[src/rtl/dino_pkg.sv]
// rtl/dino_pkg.sv - shared constants, types and LFSR step for the ground scroller
package dino_pkg;

  localparam int GROUND_W = 320;
  localparam int LFSR_W   = 16;
  localparam logic [LFSR_W-1:0] LFSR_TAPS    = 16'hB400;
  localparam logic [LFSR_W-1:0] DEFAULT_SEED = 16'hACE1;

  typedef logic [2:0] speed_t;

  // Fibonacci step: taps 16,14,13,11 map to bits 15,13,12,10 of LFSR_TAPS
  function automatic logic [LFSR_W-1:0] lfsr_next(input logic [LFSR_W-1:0] cur);
    return {cur[LFSR_W-2:0], ^(cur & LFSR_TAPS)};
  endfunction

endpackage

[src/rtl/ground_lfsr.sv]
// rtl/ground_lfsr.sv - 16-bit Fibonacci LFSR with seed load and step enable
module ground_lfsr
  import dino_pkg::*;
#(
  parameter logic [LFSR_W-1:0] SEED = DEFAULT_SEED
) (
  input  logic              vga_clk,
  input  logic              clrn,
  input  logic              load,
  input  logic              en,
  output logic [LFSR_W-1:0] lfsr
);

  logic [LFSR_W-1:0] lfsr_q, lfsr_d;

  always_comb begin
    lfsr_d = lfsr_q;
    if (load) begin
      lfsr_d = SEED;
    end else if (en) begin
      lfsr_d = lfsr_next(lfsr_q);
    end
  end

  always_ff @(posedge vga_clk or negedge clrn) begin
    if (!clrn) begin
      lfsr_q <= SEED;
    end else begin
      lfsr_q <= lfsr_d;
    end
  end

  assign lfsr = lfsr_q;

endmodule

[src/rtl/ground_scroller.sv]
// rtl/ground_scroller.sv - per-frame scrolling ground bitmap with LFSR-driven gaps
// Optional per-frame speed ramp is built when GROUND_SPEEDUP_EN is defined.
module ground_scroller
  import dino_pkg::*;
#(
  parameter int                WIDTH      = GROUND_W,
  parameter speed_t            SPEED_INIT = 3'd2,
  parameter speed_t            SPEED_MAX  = 3'd6,
  parameter logic [3:0]        GAP_LEN    = 4'd4,
  parameter logic [7:0]        GAP_PROB   = 8'd6,
  parameter logic [LFSR_W-1:0] LFSR_SEED  = DEFAULT_SEED
`ifdef GROUND_SPEEDUP_EN
  ,
  parameter logic [15:0]       SPEEDUP_FRAMES = 16'd600
`endif
) (
  input  logic             vga_clk,
  input  logic             clrn,
  input  logic             frame_start,
  input  logic             run,
  input  logic             restart,
  output logic [WIDTH-1:0] px_ground,
  output speed_t           scroll_speed,
  output logic [15:0]      distance,
  output logic             busy
);

  localparam logic [0:0] ST_IDLE  = 1'b0;
  localparam logic [0:0] ST_SHIFT = 1'b1;
  localparam speed_t     SPEED_START = (SPEED_INIT > SPEED_MAX) ? SPEED_MAX : SPEED_INIT;

  logic [0:0]        state_q, state_d;
  speed_t            rem_q, rem_d;
  logic [WIDTH-1:0]  px_q, px_d;
  logic [3:0]        gap_cnt_q, gap_cnt_d;
  logic [15:0]       dist_q, dist_d;
  logic [LFSR_W-1:0] lfsr;
  speed_t            speed_cur;
  logic              start_frame;
  logic              shift_en;
  logic              gap_hit;
  logic              new_bit;

  assign start_frame = (state_q == ST_IDLE) && frame_start && run;
  assign shift_en    = (state_q == ST_SHIFT);
  assign gap_hit     = (lfsr & 16'h00FF) < {8'd0, GAP_PROB};
  assign new_bit     = (gap_cnt_q == 4'd0) && !gap_hit;

  ground_lfsr #(
    .SEED (LFSR_SEED)
  ) u_lfsr (
    .vga_clk (vga_clk),
    .clrn    (clrn),
    .load    (restart),
    .en      (shift_en),
    .lfsr    (lfsr)
  );

`ifdef GROUND_SPEEDUP_EN
  speed_t      speed_q, speed_d;
  logic [15:0] frame_cnt_q, frame_cnt_d;

  assign speed_cur = speed_q;

  // The speed bump lands on the entry edge, after rem has latched the old speed
  always_comb begin
    speed_d     = speed_q;
    frame_cnt_d = frame_cnt_q;
    if (restart) begin
      speed_d     = SPEED_START;
      frame_cnt_d = '0;
    end else if (start_frame) begin
      if (frame_cnt_q + 16'd1 == SPEEDUP_FRAMES) begin
        frame_cnt_d = '0;
        speed_d     = (speed_q >= SPEED_MAX) ? SPEED_MAX : speed_q + 3'd1;
      end else begin
        frame_cnt_d = frame_cnt_q + 16'd1;
      end
    end
  end

  always_ff @(posedge vga_clk or negedge clrn) begin
    if (!clrn) begin
      speed_q     <= SPEED_START;
      frame_cnt_q <= '0;
    end else begin
      speed_q     <= speed_d;
      frame_cnt_q <= frame_cnt_d;
    end
  end
`else
  assign speed_cur = SPEED_START;
`endif

  always_comb begin
    state_d   = state_q;
    rem_d     = rem_q;
    px_d      = px_q;
    gap_cnt_d = gap_cnt_q;
    dist_d    = dist_q;
    if (restart) begin
      state_d   = ST_IDLE;
      rem_d     = '0;
      px_d      = '1;
      gap_cnt_d = '0;
      dist_d    = '0;
    end else if (start_frame) begin
      state_d = ST_SHIFT;
      rem_d   = speed_cur;
    end else if (shift_en) begin
      px_d = {new_bit, px_q[WIDTH-1:1]};
      if (gap_cnt_q != 4'd0) begin
        gap_cnt_d = gap_cnt_q - 4'd1;
      end else if (gap_hit) begin
        gap_cnt_d = GAP_LEN - 4'd1;
      end
      if (dist_q != 16'hFFFF) begin
        dist_d = dist_q + 16'd1;
      end
      rem_d = rem_q - 3'd1;
      if (rem_q == 3'd1) begin
        state_d = ST_IDLE;
      end
    end
  end

  always_ff @(posedge vga_clk or negedge clrn) begin
    if (!clrn) begin
      state_q   <= ST_IDLE;
      rem_q     <= '0;
      px_q      <= '1;
      gap_cnt_q <= '0;
      dist_q    <= '0;
    end else begin
      state_q   <= state_d;
      rem_q     <= rem_d;
      px_q      <= px_d;
      gap_cnt_q <= gap_cnt_d;
      dist_q    <= dist_d;
    end
  end

  assign px_ground    = px_q;
  assign scroll_speed = speed_cur;
  assign distance     = dist_q;
  assign busy         = (state_q == ST_SHIFT);

endmodule

[config.mk]
export PLATFORM = sky130hd
export DESIGN_NAME = ground_scroller
export DESIGN_NICKNAME = d
export VERILOG_FILES = /design/src/rtl/dino_pkg.sv /design/src/rtl/ground_lfsr.sv /design/src/rtl/ground_scroller.sv
export SDC_FILE = /design/constraint.sdc
export NUM_CORES = 1
export LEC_CHECK = 0
export CORE_UTILIZATION = 45
export CTS_BUF_LIST = sky130_fd_sc_hd__clkbuf_4 sky130_fd_sc_hd__clkbuf_8 sky130_fd_sc_hd__clkbuf_16
export CTS_CLUSTER_DIAMETER = 200
export DETAILED_ROUTE_END_ITERATION = 6
export PLACE_DENSITY = 0.72
export SYNTH_ARGS = -nofsm -noshare
export SYNTH_HDL_FRONTEND = slang
export SYNTH_SLANG_ARGS = --single-unit
[constraint.sdc]
create_clock -name vga_clk -period 2.98 [get_ports vga_clk]
set_clock_uncertainty 0.2 [all_clocks]
set_input_delay 0.298 -clock vga_clk [delete_from_list [all_inputs] [get_ports vga_clk]]
set_output_delay 0.298 -clock vga_clk [all_outputs]
set_load 0.01 [all_outputs]
==> results of run 1 <==
[final cells by class]
type | count | share of cell area
clock buffer | 63 | 0.0613
timing repair buffer | 365 | 0.179
multi-input combinational | 794 | 0.279
clock inverter | 7 | 0.00173
inverter | 8 | 0.00143
sequential | 360 | 0.450
tap | 455 | 0.0272
[worst register-to-register path, cell delays in order, from the launching register on]
cell and delay, ps:
dfrtp_4 740, buf_4 580, xnor2_1 140, a311oi_1 250, a31o_1 120
[placed cells by master, fill, tap and decap left out, types with 3 or more instances in the layout]
cell type and n:
xor2_1 4, o21ai_0 8, nor2b_1 330, buf_12 12
clkbuf_8 15, nor3_1 5, nor2_1 21, nand2_1 13
a211o_1 327, a21oi_1 12, mux2i_1 12, clkdlybuf4s50_1 339
xnor2_1 6, ha_1 5, conb_1 3, dfstp_2 328
buf_4 10, clkbuf_16 41, clkbuf_4 7, a211oi_1 3
clkinv_2 6, nand3_1 6, nor4_1 4, dfrtp_1 31
inv_1 8
[cells by family (layout without fill, tap and decap cells)]
logic type	count (synthesis)	in the layout
compound gates	363	363
xor+xnor	10	10
fa+ha+maj	5	5
buf+inv	128	443
flops	360	360
mux	13	13
other cells	2	3
simple gates	400	400
[flip-flops by register name, indices dropped and copies added (netlist names)]
register / count
busy: 1
u_lfsr.lfsr: 16
gap_cnt_q: 4
distance: 16
rem_q: 3
px_ground: 320
[power breakdown]
part | internal (uW) | switching [uW] | total (uW)
registers | 5470 | 292 | 5770
logic | 1020 | 896 | 1920
clock network | 2940 | 1870 | 4820
total | 9440 | 3060 | 12500
[stage by stage]
step	cells	setup WS, ps
detailed placement	1980	899
finish	2052	585
floorplan	1282	1090
CTS	2052	543
global route	2052	504
global placement	1980	899
[worst max path at each step]
| stage | from | end | slack (ps) | depth (start not counted) |
|---|---|---|---|---|
| floorplan | distance[0]$_DFFE_PN0P_ | distance[1]$_DFFE_PN0P_ | 1090 | 5 |
| global placement | busy$_DFF_PN0_ | gap_cnt_q[3]$_DFFE_PN0P_ | 900 | 5 |
| detailed placement | busy$_DFF_PN0_ | gap_cnt_q[3]$_DFFE_PN0P_ | 900 | 5 |
| CTS | busy$_DFF_PN0_ | busy | 540 | 1 |
| global route | busy$_DFF_PN0_ | busy | 500 | 1 |
| finish | busy$_DFF_PN0_ | busy | 590 | 1 |
[layer usage]
metal / share of wire / vias to the layer above / GRT usage / routed length (um)
met5: 0 / - / 0 / 0
met4: 0.020 / 0 / 0.0509 / 724
met3: 0.083 / 51 / 0.0656 / 3010
met2: 0.46 / 293 / 0.311 / 16800
met1: 0.43 / 5517 / 0.261 / 15700
li1: - / 5141 / - / -
==> run_results.csv, run 1 <==
group,metric,value,unit
yosys,syn_area_per_cell,12.3,um2
floorplan,die_h,189,um
route,ant_nets,0,
clocking,cts_made_buffers,38,
global_route,grt_pass1_wl,58.3,mm
worst_setup_path,r2r_start,"busy$_DFF_PN0_",
yosys,synth_simple_gate_area_share,0.157,
flow_run,cap_violations,0,
sta,final.setup.tns,0,ps
outcome,status,"finished clean",
yosys,synth_edf_count,0,
sta,finalCriticalPeriod,2390,ps
yosys,synth_top_area_cell,"dfstp_2",
route,routed_via_density,5.36,
clocking,clkTransAtPathRegs,60,ps
place,numPortBuffers,341,
clocking,cts-resized-gates,0,
worst_setup_path,worstPathCellList,"clkdlybuf4s50_1",
worst_setup_path,cpLargestDelayFamily,"flip-flops",
route,wl,36.3,mm
yosys,yosysWarningCount,0,
clocking,post_cts_buffers,0,
yosys,yosys.area.top_type_share,0.545,
yosys,synth-xor-area-share,0.00554,
yosys,synth-compound-area-share,0.195,
finish,layout-drive-gt1-share,0.270,
worst_setup_path,cp-start-kind,"flip-flop",
place,gp_congestion,0.781,
floorplan,die_w,189,um
worst_setup_path,crit_arrival,1900,ps
sta,fmax,418,MHz
worst_setup_path,rr_worst_depth,4,
worst_setup_path,path_buf_inv,1,
clocking,hold_buffers,2,
global_route,antenna_found_initial,0,
clocking,cts_htree_levels,2,
global_route,grt-ovfl-total,0,
route,dr.pass1.iters,5,
sta,fin_crit_sh,0.804,
worst_setup_path,end_kind,"output pin",
power,power_density,597,nW/um2
clocking,clockRootBuffer,"clkbuf_16",
sta,finalMaxSlewViolations,0,
clocking,insertion_delay,510,ps
finish,multiInputGateArea,5850,um2
yosys,synth_common_cells,"330 x nor2b_1, 328 x dfstp_2, 327 x a211o_1",
finish,fin_area,21000,um2
power,vdd_ir_drop_max,0.525,mV
yosys,synth_fa_ha_area_frac,0.00396,
clocking,cts_max_path_buffers,3,
sta,hold_ws,194,ps
global_route,grt_max_degree,145,
finish,fin_util,0.607,
floorplan,fp.dieArea,35900,um2
yosys,ys_types,50,
floorplan,initial_core_util,0.458,
yosys,ys.flop_type,"dfstp_2",
finish,nFillCells,2743,
sta,rsz0062_at_grt,"false",
place,hpwl,23.0,mm
sta,maxSlewHeadroom,0.432,
yosys,ys_ff_latch,360,
finish,final-seq-area,9420,um2
sta,tightest_slew,852,ps
yosys,yosys-top-cells-area,"dfstp_2 54%, a211o_1 18%, nor2b_1 13%, dfrtp_1 5.1%, clkbuf_1 1.7%",
power,leakage,0.00790,uW
power,finalPower,12500,uW
route,vias,11002,
clocking,tritoncts,"built",
floorplan,coreArea,34500,um2
finish,diodes,0,
yosys,synth_top_family_by_area,"compound AO/OA/AOI/OAI gates",
yosys,synthArstFlopShare,1.00,
worst_setup_path,cp_slowest_stage_delay,740,ps
global_route,grt_pass1_vias,10690,
clocking,cts_sinks,360,
worst_setup_path,critPathKind,"reg -> out",
finish,fin_nets,1577,
global_route,track_usage,0.198,
worst_setup_path,r2r_end,"distance[0]$_DFFE_PN0P_",
yosys,syn-instance-count,1281,
route,wire_per_inst,17.7,um
sta,setup_viol_count_final,0,
sta,hold_viol,0,
route,drt_iter0_markers,735,
yosys,synth_mux_area_frac,0.00831,
floorplan,rows,68,
route,drcViolationCount,0,
worst_setup_path,cp_max_fo,40,
worst_setup_path,crit_required,2480,ps
worst_setup_path,ff2ff_setup_slack,890,ps
yosys,ys_seq_area_frac,0.596,
worst_setup_path,cp_slowest_cell,"dfrtp_4",
place,post_dp_cell_area,19600,um2
yosys,syn_area,15800,um2
finish,syn_to_final_growth,32.5,%
min_path,hp-class,"in -> async",
yosys,synth.most_common_cell,"nor2b_1",
floorplan,io_pins,345,
Power figures use the tool's default switching activity.
==> run 2: changes to the inputs <==
==> constraint.sdc (replaced) <==
create_clock -name vga_clk -period 2.45 [get_ports vga_clk]
set_clock_uncertainty 0.2 [all_clocks]
set_input_delay 0.245 -clock vga_clk [delete_from_list [all_inputs] [get_ports vga_clk]]
set_output_delay 0.245 -clock vga_clk [all_outputs]
set_load 0.01 [all_outputs]
==> run 2 against run 1 <==
  * Critical path depth stayed put
  * Clock power is 18% higher
  * Sequential power is 21% higher
  * Core utilization is 0.13 points lower
  * Flip-flop and latch count stayed put
  * Die area stayed put
  * Non-clock buffer count is 1 higher
  * Count of clock-buffer cells in the layout is 1 lower
  * Register-to-register slack worse by 470 ps
  * Global-route usage is 0.27 points higher
  * Largest cell class unchanged
==> run_results.csv, run 2 (synthesized netlist as in run 1, its figures left out) <==
group,metric,value,unit
outcome,status,"finished clean",
route,vias,10987,
worst_setup_path,cpLargestDelayFamily,"flip-flops",
sta,finalMaxSlewViolations,0,
power,p_sw_frac,0.246,
global_route,grtUsageMet1,0.277,
route,drt_iter0_markers,687,
finish,syn_to_final_growth,32.2,%
sta,tightest_slew,702,ps
route,routed_via_density,5.36,
finish,fin_util,0.605,
min_path,hp-class,"in -> async",
clocking,cts_made_buffers,40,
power,leakage,0.00788,uW
power,p_clk_frac,0.379,
flow_run,cap_violations,0,
clocking,cts_max_path_buffers,3,
clocking,hold_buffers,2,
power,p_int,11400,uW
worst_setup_path,cp_slowest_cell,"dfrtp_4",
sta,finalCriticalPeriod,2330,ps
global_route,use_met3,0.0658,
worst_setup_path,cp_slowest_stage_delay,710,ps
global_route,grt_pass1_vias,10551,
clocking,post_cts_buffers,0,
worst_setup_path,critPathKind,"reg -> out",
floorplan,rows,68,
worst_setup_path,cp-start-kind,"flip-flop",
sta,hold_viol,0,
sta,final.setup.tns,0,ps
finish,nFillCells,2809,
worst_setup_path,worstPathCellList,"clkdlybuf4s50_1",
sta,maxSlewHeadroom,0.532,
route,wl,36.6,mm
power,pwr-share-comb,0.156,
global_route,grt_max_degree,154,
route,drcViolationCount,0,
floorplan,initial_core_util,0.458,
clocking,clockRootBuffer,"clkbuf_16",
power,pwr-share-seq,0.465,
place,place_ws,442,ps
power,power.switching,3710,uW
clocking,cts_htree_levels,2,
worst_setup_path,end_kind,"output pin",
global_route,grt-ovfl-total,0,
floorplan,coreArea,34500,um2
worst_setup_path,cp_max_fo,32,
clocking,cts_sinks,360,
finish,layout-drive-gt1-share,0.269,
route,ant_nets,0,
sta,rsz0062_at_grt,"false",
place,numPortBuffers,341,
floorplan,die_w,189,um
floorplan,fp.dieArea,35900,um2
finish,mostFrequentLayoutCells,"339 x clkdlybuf4s50_1, 330 x nor2b_1, 328 x dfstp_2",
global_route,track_usage,0.200,
clocking,clkTransAtPathRegs,60,ps
route,dr.pass1.iters,5,
worst_setup_path,crit_arrival,1890,ps
finish,diodes,0,
finish,layout_commonest_cell,"clkdlybuf4s50_1",
power,vdd_ir_drop_max,0.454,mV
clocking,tritoncts,"built",
place,dp_cells,1981,
floorplan,die_h,189,um
route,wire_per_inst,17.8,um
clocking,insertion_delay,520,ps
sta,fmax,429,MHz
worst_setup_path,crit_required,2010,ps
finish,fin_nets,1580,
sta,setup_viol_count_final,0,
global_route,grt_pass1_wl,59.2,mm
finish,final_cell_count_no_fill,2049,
floorplan,io_pins,345,
finish,largest_reg_flops,320,
global_route,antenna_found_initial,0,
sta,hold_ws,49.8,ps
clocking,cts-resized-gates,0,
global_route,top_usage_layer,"met2",
worst_setup_path,path_buf_inv,1,
sta,fin_crit_sh,0.951,
power,power_density,720,nW/um2
place,gp_congestion,0.798,
global_route,met2_usage,0.307,
place,hpwl,23.1,mm
sta,setup_ws,119,ps
## run 2: final timing paths
check | start | endpoint | slack, ps | cells past startpoint
hold / removal | clrn | distance[2]$_DFFE_PN0P_ | 50 | 2
setup / recovery | busy$_DFF_PN0_ | busy | 120 | 1
setup reg to reg | distance[0]$_DFFE_PN0P_ | distance[7]$_DFFE_PN0P_ | 420 | 5
max in group asynchronous | clrn | px_ground[80]$_DFFE_PN1P_ | 1220 | 3
hold reg to reg | u_lfsr.lfsr[9]$_DFFE_PN0P_ | u_lfsr.lfsr[10]$_DFFE_PN1P_ | 290 | 1
min in group vga_clk | u_lfsr.lfsr[9]$_DFFE_PN0P_ | u_lfsr.lfsr[10]$_DFFE_PN1P_ | 290 | 1
## run 2: through the flow
| stage | power (uW) | instance area, um2 |
|---|---|---|
| 2_1_floorplan | 8250 | 15800 |
| 3_3_place_gp | 9390 | 19600 |
| 3_5_place_dp | 9440 | 19600 |
| 4_1_cts | 15300 | 20900 |
| 5_1_grt | 15800 | 20900 |
| 6_report | 15100 | 20900 |
## run 2: final cells by class
type | instances | area [um2] | share of cell area
clock buffers | 62 | 1230 | 0.0590
clock inverters | 4 | 23.8 | 0.00114
inverters | 8 | 30.0 | 0.00144
multi-input cells | 794 | 5850 | 0.280
flip-flops and latches | 360 | 9420 | 0.451
well taps | 455 | 569 | 0.0272
repair buffers | 366 | 3780 | 0.181
## run 2: routing by layer
| layer | up-vias | share of wire | wire length (um) |
|---|---|---|---|
| li1 | 5132 | - | - |
| met2 | 300 | 0.46 | 16900 |
| met1 | 5513 | 0.44 | 16200 |
| met4 | 0 | 0.014 | 530 |
| met3 | 42 | 0.082 | 3000 |
| met5 | - | 0 | 0 |
## run 2: power by group through the flow
stage / Clock (uW) / Sequential, uW / Combinational, uW
2_1_floorplan: 0 / 7190 / 1060
3_3_place_gp: 0 / 7070 / 2310
3_5_place_dp: 0 / 7090 / 2360
4_1_cts: 5890 / 7010 / 2370
5_1_grt: 6120 / 7080 / 2560
6_report: 5710 / 7000 / 2350
==> run 3: changes to the inputs <==
--- a/config.mk
+++ b/config.mk
@@ -5,9 +5,11 @@
 export SDC_FILE = /design/constraint.sdc
 export NUM_CORES = 1
 export LEC_CHECK = 0
+export CAP_MARGIN = 20
 export CORE_UTILIZATION = 45
 export CTS_BUF_LIST = sky130_fd_sc_hd__clkbuf_4 sky130_fd_sc_hd__clkbuf_8 sky130_fd_sc_hd__clkbuf_16
 export CTS_CLUSTER_DIAMETER = 200
+export CTS_CLUSTER_SIZE = 25
 export DETAILED_ROUTE_END_ITERATION = 6
 export PLACE_DENSITY = 0.72
 export SYNTH_ARGS = -nofsm -noshare
==> run 3 against run 2 <==
  * Combinational power barely moved
  * Worst hold slack got worse by 20 ps
  * Sequential power barely moved
  * Clock power fell by 40%
  * Count of clock-buffer cells in the layout fell by 38
  * Flip-flop and latch count did not move
  * Largest power group unchanged
==> run_results.csv, run 3 (synthesized netlist as in run 1, its figures left out) <==
group,metric,value,unit
finish,multiInputGateArea,5850,um2
worst_setup_path,path_buf_inv,1,
finish,largest_reg_flops,320,
clocking,clockRootBuffer,"clkbuf_16",
worst_setup_path,critPathKind,"reg -> out",
finish,mostFrequentLayoutCells,"339 x clkdlybuf4s50_1, 330 x nor2b_1, 328 x dfstp_2",
place,numPortBuffers,341,
power,p_clk_frac,0.267,
power,pwr-share-seq,0.549,
sta,setup_viol_count_final,0,
route,vias,10857,
finish,nFillCells,2887,
power,power_density,632,nW/um2
global_route,grt_pass1_wl,58.6,mm
route,wl,36.2,mm
global_route,grt_max_degree,154,
sta,final.setup.tns,0,ps
power,leakage,0.00750,uW
route,wire_per_inst,18.0,um
global_route,track_usage,0.198,
finish,diodes,0,
route,drt_iter0_markers,745,
sta,fmax,426,MHz
sta,finalCriticalPeriod,2350,ps
finish,layout_commonest_cell,"clkdlybuf4s50_1",
sta,fin_crit_sh,0.957,
clocking,clkTransAtPathRegs,110,ps
place,hpwl,23.1,mm
finish,syn_to_final_growth,27.6,%
power,power.switching,3350,uW
place,dp_cells,1981,
clocking,cts_htree_levels,1,
floorplan,rows,68,
worst_setup_path,cp_slowest_stage_delay,720,ps
sta,hold_viol,0,
floorplan,fp.dieArea,35900,um2
route,dr.pass1.iters,5,
clocking,post_cts_buffers,0,
worst_setup_path,cp_max_fo,32,
floorplan,initial_core_util,0.458,
clocking,insertion_delay,530,ps
sta,maxSlewHeadroom,0.524,
place,gp_congestion,0.798,
route,ant_nets,0,
clocking,cts-resized-gates,0,
finish,final_cell_count_no_fill,2008,
finish,fin_nets,1558,
clocking,tritoncts,"built",
clocking,cts_sinks,360,
floorplan,die_w,189,um
floorplan,coreArea,34500,um2
clocking,cts_max_path_buffers,3,
power,p_int,9400,uW
outcome,status,"finished clean",
power,vdd_ir_drop_max,0.514,mV
clocking,cts_made_buffers,18,
worst_setup_path,crit_required,2010,ps
worst_setup_path,worstPathCellList,"clkdlybuf4s50_1",
flow_run,cap_violations,0,
power,p_sw_frac,0.263,
floorplan,io_pins,345,
worst_setup_path,cp-start-kind,"flip-flop",
finish,final-seq-area,9420,um2
route,routed_via_density,5.41,
power,pwr-share-comb,0.184,
global_route,grt_pass1_vias,10414,
floorplan,die_h,189,um
global_route,grt-ovfl-total,0,
clocking,hold_buffers,2,
worst_setup_path,ff2ff_setup_slack,400,ps
finish,layout-drive-gt1-share,0.249,
worst_setup_path,end_kind,"output pin",
min_path,hp-class,"in -> async",
route,drcViolationCount,0,
sta,tightest_slew,715,ps
sta,rsz0062_at_grt,"false",
worst_setup_path,crit_arrival,1900,ps
sta,finalMaxSlewViolations,0,
global_route,antenna_found_initial,0,
worst_setup_path,cpLargestDelayFamily,"flip-flops",
worst_setup_path,cp_slowest_cell,"dfrtp_4",
==> run 3: routing by layer <==
| metal | share of wire | wire length, um | vias up | GRT usage |
|---|---|---|---|---|
| li1 | - | - | 5070 | - |
| met1 | 0.44 | 16100 | 5467 | 0.276 |
| met2 | 0.46 | 16800 | 296 | 0.306 |
| met3 | 0.081 | 2950 | 24 | 0.0619 |
| met4 | 0.010 | 374 | 0 | 0.0310 |
| met5 | 0 | 0 | - | 0 |
==> run 3: through the flow <==
| step | util | instance area (um2) | total power, uW | hold slack, ps | setup WS [ps] |
|---|---|---|---|---|---|
| 2_1_floorplan | - | 15800 | 8250 | -251 | 561 |
| 3_5_place_dp | 0.568 | 19600 | 9440 | 10.7 | 442 |
| 5_1_grt | 0.584 | 20200 | 13400 | 37.8 | 16.7 |
| 6_report | 0.584 | 20200 | 12800 | 30.3 | 105 |
| 4_1_cts | 0.584 | 20200 | 12900 | 16.6 | 70.6 |
| 3_3_place_gp | 0.568 | 19600 | 9390 | 7.05 | 514 |
==> run 3: cell type report <==
type / instances / share of cell area
inverters: 8 / 0.00149
clock inverters: 1 / 0.000806
repair buffers: 366 / 0.187
multi-input cells: 794 / 0.290
clock buffers: 24 / 0.0254
flip-flops and latches: 360 / 0.467
well taps: 455 / 0.0282
==> run 3: worst reg2reg max path, delay by kind of cell, from the launching register on <==
| kind | cells | cell delay [ps] |
|---|---|---|
| simple gates | 3 | 850 |
| flops | 1 | 490 |
| fa+ha+maj | 1 | 260 |
| compound gates | 1 | 150 |
==> run 3: worst paths after layout <==
kind | from | to | cells past startpoint
hold / removal | clrn | distance[2]$_DFFE_PN0P_ | 2
setup reg to reg | distance[0]$_DFFE_PN0P_ | distance[4]$_DFFE_PN0P_ | 5
min in group vga_clk | frame_start | rem_q[1]$_DFFE_PN0P_ | 3
max in group asynchronous | clrn | px_ground[128]$_DFFE_PN1P_ | 3
setup / recovery | busy$_DFF_PN0_ | busy | 1
hold reg to reg | u_lfsr.lfsr[9]$_DFFE_PN0P_ | u_lfsr.lfsr[10]$_DFFE_PN1P_ | 1
==> run 3: power by group through the flow <==
stage | Clock (uW) | Combinational, uW | Sequential (uW)
final | 3410 | 2350 | 7000
after global routing | 3770 | 2560 | 7070
after CTS | 3570 | 2370 | 7000
after detailed placement | 0 | 2360 | 7090
after global placement | 0 | 2310 | 7070
after floorplan | 0 | 1060 | 7190
